[src/rtl/demux_scan_seq.sv]
// demux_scan_seq
//   Sequencer that drives the data bit and channel select of a 1-to-4 demux.
//   On start it latches din/mode/dwell.
//   It then walks s through channels 0..3, holding each channel for dwell+1 clocks.
//   Mode 0 runs a single sweep; mode 1 repeats sweeps until stop is seen.
//   d is forced to 0 whenever no sweep is active.
// Ports
//   clk, rst_n   : clock, async active-low reset
//   start        : sweep request (only honoured in IDLE)
//   mode         : 0 one-shot, 1 continuous (latched with start)
//   stop         : continuous only; finish at end of current channel dwell
//   din          : data bit to route (latched with start)
//   dwell        : cycles per channel minus 1 (latched with start)
//   d, s         : data bit and channel select to the demux
//   busy         : high during DWELL
//   done         : one-cycle pulse in FINISH
//   ch_strobe    : one-cycle pulse on the first cycle of each channel
module demux_scan_seq #(
  parameter int DIV_W = 8
) (
  input  logic             clk,
  input  logic             rst_n,
  input  logic             start,
  input  logic             mode,
  input  logic             stop,
  input  logic             din,
  input  logic [DIV_W-1:0] dwell,
  output logic             d,
  output logic [1:0]       s,
  output logic             busy,
  output logic             done,
  output logic             ch_strobe
);

  typedef enum logic [1:0] {IDLE, DWELL, FINISH} state_t;

  state_t           r_state, w_next;
  logic             r_din, r_mode, r_pend, r_strb;
  logic [DIV_W-1:0] r_dwell, r_cnt;
  logic [1:0]       r_s;
  logic             w_end, w_stop, w_last;

  // Compare before increment, so dwell = 2^DIV_W-1 never overflows the counter.
  assign w_end  = (r_cnt == r_dwell);
  // A stop arriving on the final cycle of a channel still ends that channel.
  assign w_stop = r_mode & (r_pend | stop);
  assign w_last = w_end & (w_stop | (~r_mode & (r_s == 2'b11)));

  // State register
  always_ff @(posedge clk or negedge rst_n) begin
    if (!rst_n) r_state <= IDLE;
    else        r_state <= w_next;
  end

  // Next-state logic
  always_comb begin
    w_next = r_state;
    case (r_state)
      IDLE:    if (start) w_next = DWELL;
      DWELL:   if (w_last) w_next = FINISH;
      FINISH:  w_next = IDLE;
      default: w_next = IDLE;
    endcase
  end

  // Datapath: latched inputs, dwell counter, channel select, strobe
  always_ff @(posedge clk or negedge rst_n) begin
    if (!rst_n) begin
      r_din   <= 1'b0;
      r_mode  <= 1'b0;
      r_dwell <= '0;
      r_cnt   <= '0;
      r_s     <= 2'b00;
      r_pend  <= 1'b0;
      r_strb  <= 1'b0;
    end else begin
      case (r_state)
        IDLE: begin
          // Clearing here lets start win over a simultaneous stop.
          r_pend <= 1'b0;
          r_strb <= 1'b0;
          if (start) begin
            r_din   <= din;
            r_mode  <= mode;
            r_dwell <= dwell;
            r_cnt   <= '0;
            r_s     <= 2'b00;
            r_strb  <= 1'b1;
          end
        end
        DWELL: begin
          if (stop) r_pend <= 1'b1;
          r_strb <= 1'b0;
          if (!w_end) begin
            r_cnt <= r_cnt + 1'b1;
          end else if (!w_last) begin
            // In continuous mode, 11 wraps naturally to 00.
            r_s    <= r_s + 2'b01;
            r_cnt  <= '0;
            r_strb <= 1'b1;
          end
        end
        default: r_strb <= 1'b0;
      endcase
    end
  end

  // Output decode of registered state; no combinational input paths.
  always_comb begin
    busy      = (r_state == DWELL);
    done      = (r_state == FINISH);
    d         = busy & r_din;
    s         = r_s;
    ch_strobe = r_strb;
  end

endmodule

[config.mk]
export PLATFORM = sky130hd
export DESIGN_NAME = demux_scan_seq
export DESIGN_NICKNAME = d
export VERILOG_FILES = /design/src/rtl/demux_scan_seq.sv
export SDC_FILE = /design/constraint.sdc
export NUM_CORES = 1
export LEC_CHECK = 0
export ABC_CLOCK_PERIOD_IN_PS = 2800
export CORE_ASPECT_RATIO = 1.4
export CORE_MARGIN = 2
export CORE_UTILIZATION = 44
export DETAILED_ROUTE_END_ITERATION = 12
export PLACE_DENSITY_LB_ADDON = 0.1
export SLEW_MARGIN = 20
export SYNTH_ARGS = -nofsm -noshare
export SYNTH_HDL_FRONTEND = slang
export SYNTH_SLANG_ARGS = --single-unit
[constraint.sdc]
create_clock -name clk -period 2.8 [get_ports clk]
set_input_delay 0.28 -clock clk [delete_from_list [all_inputs] [get_ports clk]]
set_output_delay 0.28 -clock clk [all_outputs]
set_load 0.03 [all_outputs]
== Yosys cells after proc, flatten, opt, wreduce, memory -nomap -nowiden ==
Index checks and enable logic that the tools add are counted.
Storage, ports and cells
  output and inout port bits: 6
  register bits after elaboration: 24
  bits of input ports: 14
  logic and storage cells: 51
Operators by class
  eq/ne operators: 10
  mux-type cells: 17
  bitwise gates (word level): 7
  $add $sub $neg: 2
  reductions and logical operators: 7
Operators with widths (number)
  $mux W8: 3
  $pmux W8 S2: 1
  $mux W2: 5
  $add A8 B1 Y8 const B: 1
  $eq A8 B8 Y1: 1
  $pmux W2 S2: 2
  $ne A2 B2 Y1 const B: 3
  $reduce_and A2 Y1: 3
  $and A1 B1 Y1: 4
  $eq A2 B2 Y1 const B: 2
  $mux W1: 4
  $ne A2 B1 Y1 const B: 2
  $pmux W1 S2: 2
  $reduce_and A4 Y1: 1
  $ne A3 B3 Y1 const B: 1
  $reduce_and A3 Y1: 1
  $add A2 B1 Y2 const B: 1
  $eq A2 B1 Y1 const B: 1
  $logic_not A2 Y1: 1
  $or A1 B1 Y1: 2
  $reduce_bool A2 Y1: 1
  $not A1 Y1: 1

== Logic depth before layout (Yosys ltp) ==
Gate-level depths: netlist of run 1.
  word-level depth: 7
  depth in mapped cells: 6
  mapped depth without buffers: 6

== Least setup slack after synthesis of run 1 ==
No wires, ideal clock.
  path type: flip-flop to flip-flop
  from: register r_s[0] (netlist: s[0])
  to: register r_cnt[3]
  path slack: 0.810 ns
  data required time: 2.722 ns
  buffers on the path: 0
  clock period less this slack: 1.990 ns
  arrival: 1.912 ns
  cell stages (with the launch flop): 7
  library setup time: 0.078 ns
  path through: dfrtp_1 > ha_1 > or2_2 > and3_4 > a31o_4 > or3_1 > a21oi_1
Between the ends
  word-level cells in the longest chain between the ends: 6
RTL lines
  start, declared: RTL line 40  | logic [1:0] r_s;
  start signal, assigned: RTL line 98  | r_s <= r_s + 2'b01;
  $eq A2 B2 Y1: RTL line 47  | assign w_last = w_end & (w_stop | (~r_mode & (r_s == 2'b11)));
  $and A1 B1 Y1: RTL line 47
  $or A1 B1 Y1: RTL line 47
  $and A1 B1 Y1: RTL line 47
  $ne A3 B3 Y1 (no line)
  $reduce_and A3 Y1 (no line)
  end signal, assigned: RTL line 95  | r_cnt <= r_cnt + 1'b1;
  end, declared: RTL line 39  | logic [DIV_W-1:0] r_dwell, r_cnt;
No other way between the ends.
A chain may end at the register's enable or synchronous reset.

== Worst setup path in the final report of run 1 ==
  from: register r_state[1]
  to: output d
Between the ends
  word-level cells in the longest chain between the ends: 2
RTL lines
  start, declared: RTL line 37  | state_t r_state, w_next;
  start signal, assigned: RTL line 52  | else r_state <= w_next;
  $eq A2 B1 Y1: RTL line 110  | busy = (r_state == DWELL);
  $and A1 B1 Y1: RTL line 112  | d = busy & r_din;
  end, declared: RTL line 28  | output logic d,
No other way between the ends.

==> metrics.log, run 1 <==
INFO  metric net_count_of_the_mapped_netlist = 122
INFO  metric cp_cell_sequence = nand2b_1, inv_1, and2_1, clkdlybuf4s50_1
INFO  metric drt_pre_antenna_iters = 4
INFO  metric post_cts.repair.setup_buffers = 0
INFO  metric chipWidth = 49.0 um
INFO  metric gpl.final_weighted_congestion = between 0.7 and 0.8
INFO  metric critPathKind = flop to primary output
INFO  metric seq_area_frac_synth = between 40% and 50%
INFO  metric clock_network_latency_to_the_later_pin_of_the_worst_skew_pair = 320 ps
INFO  metric cts_buffers = 3
INFO  metric holdBufCountCts = 0
INFO  metric timing.reg2reg.worst_path_depth = 5
INFO  metric total_leakage_power = 0.000648 uW
INFO  metric finalHoldViolations = 0
INFO  metric fmax = 445 MHz
INFO  metric dr_total_vias = ~900
INFO  metric clock_power_share = about an eighth
INFO  metric number_of_synthesized_flops_with_an_enable_pin = 0
INFO  metric clkTransAtPathRegs = approximately 130 ps
INFO  metric worstPathRequired = about 2500 ps
INFO  metric cts-htree-levels = 1
INFO  metric power_frac_seq = between 40% and 50%
INFO  metric yosys_most_used_dff = dfrtp_1
INFO  metric avgRoutedWirePerCell = 14.0 um
INFO  metric timing.critical_path.slowest_cell_delay = 670 ps
INFO  metric syn_area = 0.00124 sq mm
INFO  metric timing.critical_path.max_delay_family = buffers and inverters
INFO  metric initial_core_util = between 40% and 50%
INFO  metric tritoncts = yes
INFO  metric drive_gt1_share = around 22%
INFO  metric power.switching = around 570 uW
INFO  metric count_of_final_max_slew_check_failures = 0
INFO  metric cp.arrival = 1970 ps
INFO  metric maxCapViolations = 0
INFO  metric critical_path.max_fanout = 6
INFO  metric pwr_density_cell = slightly below 1000 mW/mm^2
INFO  metric globalRouteOverflowTotal = 0
INFO  metric synth_seq_cells = 24
INFO  metric finish.cell_count_without_fillers = around 170
INFO  metric combPwrFrac = between 40% and 50%
INFO  metric finalWorstPathRequiredPeriod = around 2200 ps
INFO  metric end_kind = primary output
INFO  metric rsz0062_at_grt = no
INFO  metric io-pin-count = 20
INFO  metric post_cts_resize_count = 0
INFO  metric peakVddDrop = around 0.57 mV
INFO  metric number_of_distinct_library_cells_after_synthesis = 34
INFO  metric max-slew-margin-rel = a little over half
INFO  metric drcViolationCount = 0
INFO  metric yosys_warnings = 0
INFO  metric drt_iter0_drc = 9
INFO  metric totalWireLength = about 2.3 mm
INFO  metric worst_hold_path_class = input pin to asynchronous set/reset pin
INFO  metric grt_first_pass_wirelength = 4.03 mm
INFO  metric synthesis.instances = approximately 110
INFO  metric grt_pass1_vias = ~920
INFO  metric port-buffer-count = 19
INFO  metric internal-power = between 800 and 900 uW
INFO  metric clock_sink_total = 24
INFO  metric crit_path_start_kind = flop
INFO  metric tns = 0 ps
INFO  metric fp.dieArea = 0.00328 sq mm
INFO  metric floorplan.die.height = roughly 67 um
INFO  metric skew = 12.0 ps
INFO  metric grt_max_degree = 25
INFO  metric floorplan.core_area = ~0.0027 sq mm
INFO  metric antenna_left = 0
INFO  metric post_synth.cell_area_avg = between 10 and 15 sq um
INFO  metric setup-violations-final = 0
INFO  metric path_depth = 4
INFO  metric result_of_the_run = finished, final reports clean
INFO  metric cell_with_the_biggest_individual_delay_on_the_critical_path = clkdlybuf4s50_1
INFO  metric area_growth = 23.1%
INFO  metric max_buffers_root_to_sink = 2
INFO  metric number_of_inserted_filler_cells_in_the_final_layout = ~260
INFO  metric globalRouteTotalUtil = about 16%
INFO  metric rows = 22
INFO  metric fin_nets = approximately 150
INFO  metric cts.root.buffer_cell = clkbuf_4
INFO  metric hold_ws = 313 ps
INFO  metric viasPerCell = approximately 5.3
INFO  metric num_antenna_cells = 0
INFO  metric synth-async-reset-ratio = 100%
INFO  metric place_hpwl = between 1.5 and 2 mm
INFO  metric place.detailed.instances = around 160
INFO  metric tightestPinTransition = between 700 and 800 ps
INFO  metric number_of_antenna_violations_at_the_first_check_in_global_routing = 0
INFO  metric min_period_over_period = between 80% and 90%
INFO  metric cp.buffers_inverters = 2
INFO  metric switching_share = 39.0%
synth_stat cells, types with 2 or more instances:
master	count	share of area, %
ha_1	2	2.0
nor4_4	2	3.4
nor2_1	4	1.2
or3_1	3	1.5
inv_1	5	1.5
or2_2	2	1.0
a31oi_1	3	1.5
dfrtp_1	24	48
a21oi_1	3	1.2
xnor2_1	2	1.4
nand3_1	2	0.80
nor2b_1	3	1.5
and2_1	2	1.0
nor3b_1	3	1.8
nand2_1	6	1.8
mux2_2	12	11
xor2_1	8	5.6
o21ai_0	4	1.6
kinds of logic after synthesis:
logic type,Yosys count,share of synthesized area [%]
DFF,24,48.2
xor gates and xnor gates,10,7.04
and+or+nand+nor,34,18.2
buffers and inverters,6,1.81
adders and majority gates,2,2.01
AOI/OAI and AO/OA,17,11.1
muxes,13,11.7
flip-flops by register name, summed over array words and instances, names as in the netlist:
register	flops
r_din	1
r_pend	1
s	2
r_state	2
r_cnt	8
r_dwell	8
ch_strobe	1
r_mode	1
cell type report:
| class | instances | area (sq um) | area share [%] |
|---|---|---|---|
| Sequential cell | 24 | 601 | 39.2 |
| Inverter | 5 | 18.8 | 1.22 |
| Tap cell | 36 | 45.0 | 2.94 |
| Multi-Input combinational cell | 76 | 627 | 40.9 |
| Clock buffer | 4 | 36.3 | 2.37 |
| Timing Repair Buffer | 21 | 205 | 13.4 |
through the flow:
| stage | power (uW) | utilization [%] | area, sq um | setup slack (ps) |
|---|---|---|---|---|
| after global placement | 1280 | 56.0 | 1500 | 728 |
| after CTS | 1490 | 57.4 | 1530 | 527 |
| after global routing | 1590 | 57.4 | 1530 | 430 |
| after floorplan | 1130 | - | 1240 | 810 |
| final | 1470 | 57.4 | 1530 | 551 |
| after detailed placement | 1310 | 56.0 | 1500 | 673 |
layout by cell type, fill, tap and decap left out, types with 2 or more instances in the layout:
cell and n:
xnor2_1 2, and2_1 2, nor2b_1 3, dfrtp_1 24, xor2_1 8, a21oi_1 3, nand3_1 2, or2_2 2
or3_1 3, nor2_1 4, clkdlybuf4s50_1 19, ha_1 2, clkbuf_4 3, o21ai_0 4, buf_4 2, nor4_4 2
nand2_1 6, a31oi_1 3, inv_1 5, mux2_2 12, nor3b_1 2
path summary, 6_finish.rpt:
| path | startpoint | endpoint | slack, ps |
|---|---|---|---|
| min in group clk | s[0] | s[0] | 520 |
| min | rst_n | r_dwell[5] | 310 |
| max in group asynchronous | rst_n | r_cnt[4] | 2250 |
| min reg2reg | s[0] | s[0] | 520 |
| max reg2reg | r_cnt[1] | s[1] | 790 |
| max | r_state[1] | d | 550 |
routing by layer:
metal,track usage [%],up-vias,part of all wire (%)
met1,17.7,424,40
met5,0,-,0
met3,2.91,8,4.6
met4,7.50,0,2.4
li1,-,424,-
met2,30.0,30,53
power by group through the flow:
| stage | Clock [uW] | Combinational (uW) | Sequential [uW] |
|---|---|---|---|
| 2_1_floorplan | 0 | 502 | 625 |
| 3_3_place_gp | 0 | 647 | 633 |
| 3_5_place_dp | 0 | 670 | 639 |
| 4_1_cts | 188 | 673 | 633 |
| 5_1_grt | 200 | 732 | 652 |
| 6_report | 181 | 662 | 630 |
(Power assumes the default switching activity.)
==> inputs of run 2 (changes only) <==
- ABC_CLOCK_PERIOD_IN_PS: 2800 -> 2150
- clock period: 2.8 -> 2.15 ns (I/O delays scaled with it)
==> metrics.log, run 2 (same netlist as run 1, synthesis figures left out) <==
INFO  metric setup-violations-final = 0
INFO  metric timing.reg2reg.worst_path_depth = 5
INFO  metric finalWorstPathRequiredPeriod = between 2000 and 2500 ps
INFO  metric setup.reg_to_reg.worst_slack = between 150 and 200 ps
INFO  metric cts-htree-levels = 1
INFO  metric final_critical_path_setup_slack = between 100 and 150 ps
INFO  metric totalWireLength = roughly 2.2 mm
INFO  metric dr_total_vias = 872
INFO  metric floorplan.die.height = approximately 67 um
INFO  metric end_kind = primary output
INFO  metric gpl.final_weighted_congestion = 0.760
INFO  metric max_buffers_root_to_sink = 2
INFO  metric crit_path_start_kind = flop
INFO  metric pwr_density_cell = about 1200 mW/mm^2
INFO  metric r2r-end = s[1]
INFO  metric clkTransAtPathRegs = between 100 and 150 ps
INFO  metric viasPerCell = around 5.2
INFO  metric count_of_final_max_slew_check_failures = 0
INFO  metric power_frac_seq = between 40 and 50%
INFO  metric placed_cell_area = 0.00151 sq mm
INFO  metric worst_hold_path_class = input pin to asynchronous set/reset pin
INFO  metric port-buffer-count = 19
INFO  metric grt_pass1_vias = 919
INFO  metric drt_pre_antenna_iters = 4
INFO  metric clock_network_latency_to_the_later_pin_of_the_worst_skew_pair = 320 ps
INFO  metric fmax = approximately 490 MHz
INFO  metric globalRouteTotalUtil = 15.9%
INFO  metric drt_iter0_drc = 9
INFO  metric tritoncts = yes
INFO  metric cts_buffers = 3
INFO  metric cell_with_the_biggest_individual_delay_on_the_critical_path = clkdlybuf4s50_1
INFO  metric total_area_of_multi_input_combinational_cells = 627 sq um
INFO  metric fin_nets = ~150
INFO  metric layout_commonest_cell = dfrtp_1
INFO  metric grt_first_pass_wirelength = 3.94 mm
INFO  metric combPwrFrac = 46.0%
INFO  metric max-slew-margin-rel = roughly 74%
INFO  metric switching_share = approximately two fifths
INFO  metric rows = 22
INFO  metric maxCapViolations = 0
INFO  metric num_antenna_cells = 0
INFO  metric fp.dieArea = approximately 0.0033 sq mm
INFO  metric power.switching = 732 uW
INFO  metric fin_area = ~0.0015 sq mm
INFO  metric timing.rr.start = r_cnt[4]
INFO  metric cp.arrival = about 1800 ps
INFO  metric finalHoldViolations = 0
INFO  metric cts.root.buffer_cell = clkbuf_4
INFO  metric tns = 0 ps
INFO  metric internal-power = 1140 uW
INFO  metric total_leakage_power = 0.000652 uW
INFO  metric floorplan.core_area = between 0.002 and 0.003 sq mm
INFO  metric grt_max_degree = 25
INFO  metric post_cts_resize_count = 0
INFO  metric totalPowerFinal = about 1900 uW
INFO  metric timing.critical_path.slowest_cell_delay = approximately 660 ps
INFO  metric drive_gt1_share = 22.9%
INFO  metric holdBufCountCts = 0
INFO  metric place_ws = ~94 ps
INFO  metric avgRoutedWirePerCell = 13.0 um
INFO  metric area_growth = 23.2%
INFO  metric chipWidth = 49.0 um
INFO  metric mostFrequentLayoutCells = dfrtp_1 (24), clkdlybuf4s50_1 (19), mux2_2 (12)
INFO  metric result_of_the_run = finished, final reports clean
INFO  metric initial_core_util = between 40 and 50%
INFO  metric globalRouteOverflowTotal = 0
INFO  metric clock_power_share = between 10% and 20%
INFO  metric drcViolationCount = 0
INFO  metric tightestPinTransition = roughly 400 ps
INFO  metric worstPathRequired = 1930 ps
INFO  metric peakVddDrop = ~0.74 mV
INFO  metric rsz0062_at_grt = no
INFO  metric number_of_antenna_violations_at_the_first_check_in_global_routing = 0
INFO  metric critical_path.max_fanout = 6
INFO  metric critPathKind = flop to primary output
INFO  metric timing.critical_path.max_delay_family = buffers and inverters
INFO  metric antenna_left = 0
INFO  metric place_hpwl = 1.70 mm
INFO  metric min_period_over_period = 94.5%
INFO  metric post_cts.repair.setup_buffers = 0
INFO  metric skew = ~7.6 ps
INFO  metric io-pin-count = 20
INFO  metric path_depth = 4
INFO  metric largest_registers = r_cnt: 8 flops, r_dwell: 8 flops
INFO  metric number_of_inserted_filler_cells_in_the_final_layout = between 200 and 300
INFO  metric area.sequential = about 600 sq um
INFO  metric cp_cell_sequence = nand2b_1, inv_1, and2_1, clkdlybuf4s50_1
INFO  metric cp.buffers_inverters = 2
INFO  metric clock_sink_total = 24
run 2: power by group through the flow:
stage | Clock (uW) | Sequential (uW) | Combinational [uW]
after floorplan | 0 | 814 | 654
after global placement | 0 | 824 | 848
after detailed placement | 0 | 833 | 871
after CTS | 206 | 821 | 875
after global routing | 218 | 850 | 960
final | 195 | 814 | 861
run 2: layout make-up:
class                   count  share of cell area (%)
multi-input cells          76                    40.9
flip-flops and latches     24                    39.2
repair buffers             23                    14.4
well taps                  36                    2.94
clock buffers               3                    1.47
inverters                   5                    1.22
run 2: how the worst max path moves through the flow:
stage	start	endpoint	slack (ps)
floorplan	s[0]	r_cnt[3]	160
CTS	r_state[1]	d	100
detailed placement	stop	r_cnt[3]	90
finish	r_state[1]	d	120
global placement	stop	r_cnt[7]	140
global route	r_cnt[4]	s[0]	20
run 2: layer usage:
layer | part of all wire, % | track usage [%] | wire length [um] | up-vias
li1 | - | - | - | 430
met4 | 2.5 | 8.57 | 54 | 0
met5 | 0 | 0 | 0 | -
met3 | 4.2 | 2.91 | 91 | 5
met2 | 54 | 29.1 | 1160 | 18
met1 | 40 | 17.3 | 856 | 419
run 2: worst reg2reg max path, delay by kind of cell (launching register included):
family,cells,cell delay [ps]
multiplexers,1,350
AND/OR/NAND/NOR,3,890
flip-flops,1,450
XOR/XNOR,1,180
run 2: through the flow:
step	hold slack [ps]	util, %	cells
6_report	237	57.5	167
5_1_grt	282	57.5	167
4_1_cts	249	57.5	167
3_5_place_dp	479	56.6	164
3_3_place_gp	468	56.6	164
2_1_floorplan	-80.6	-	106
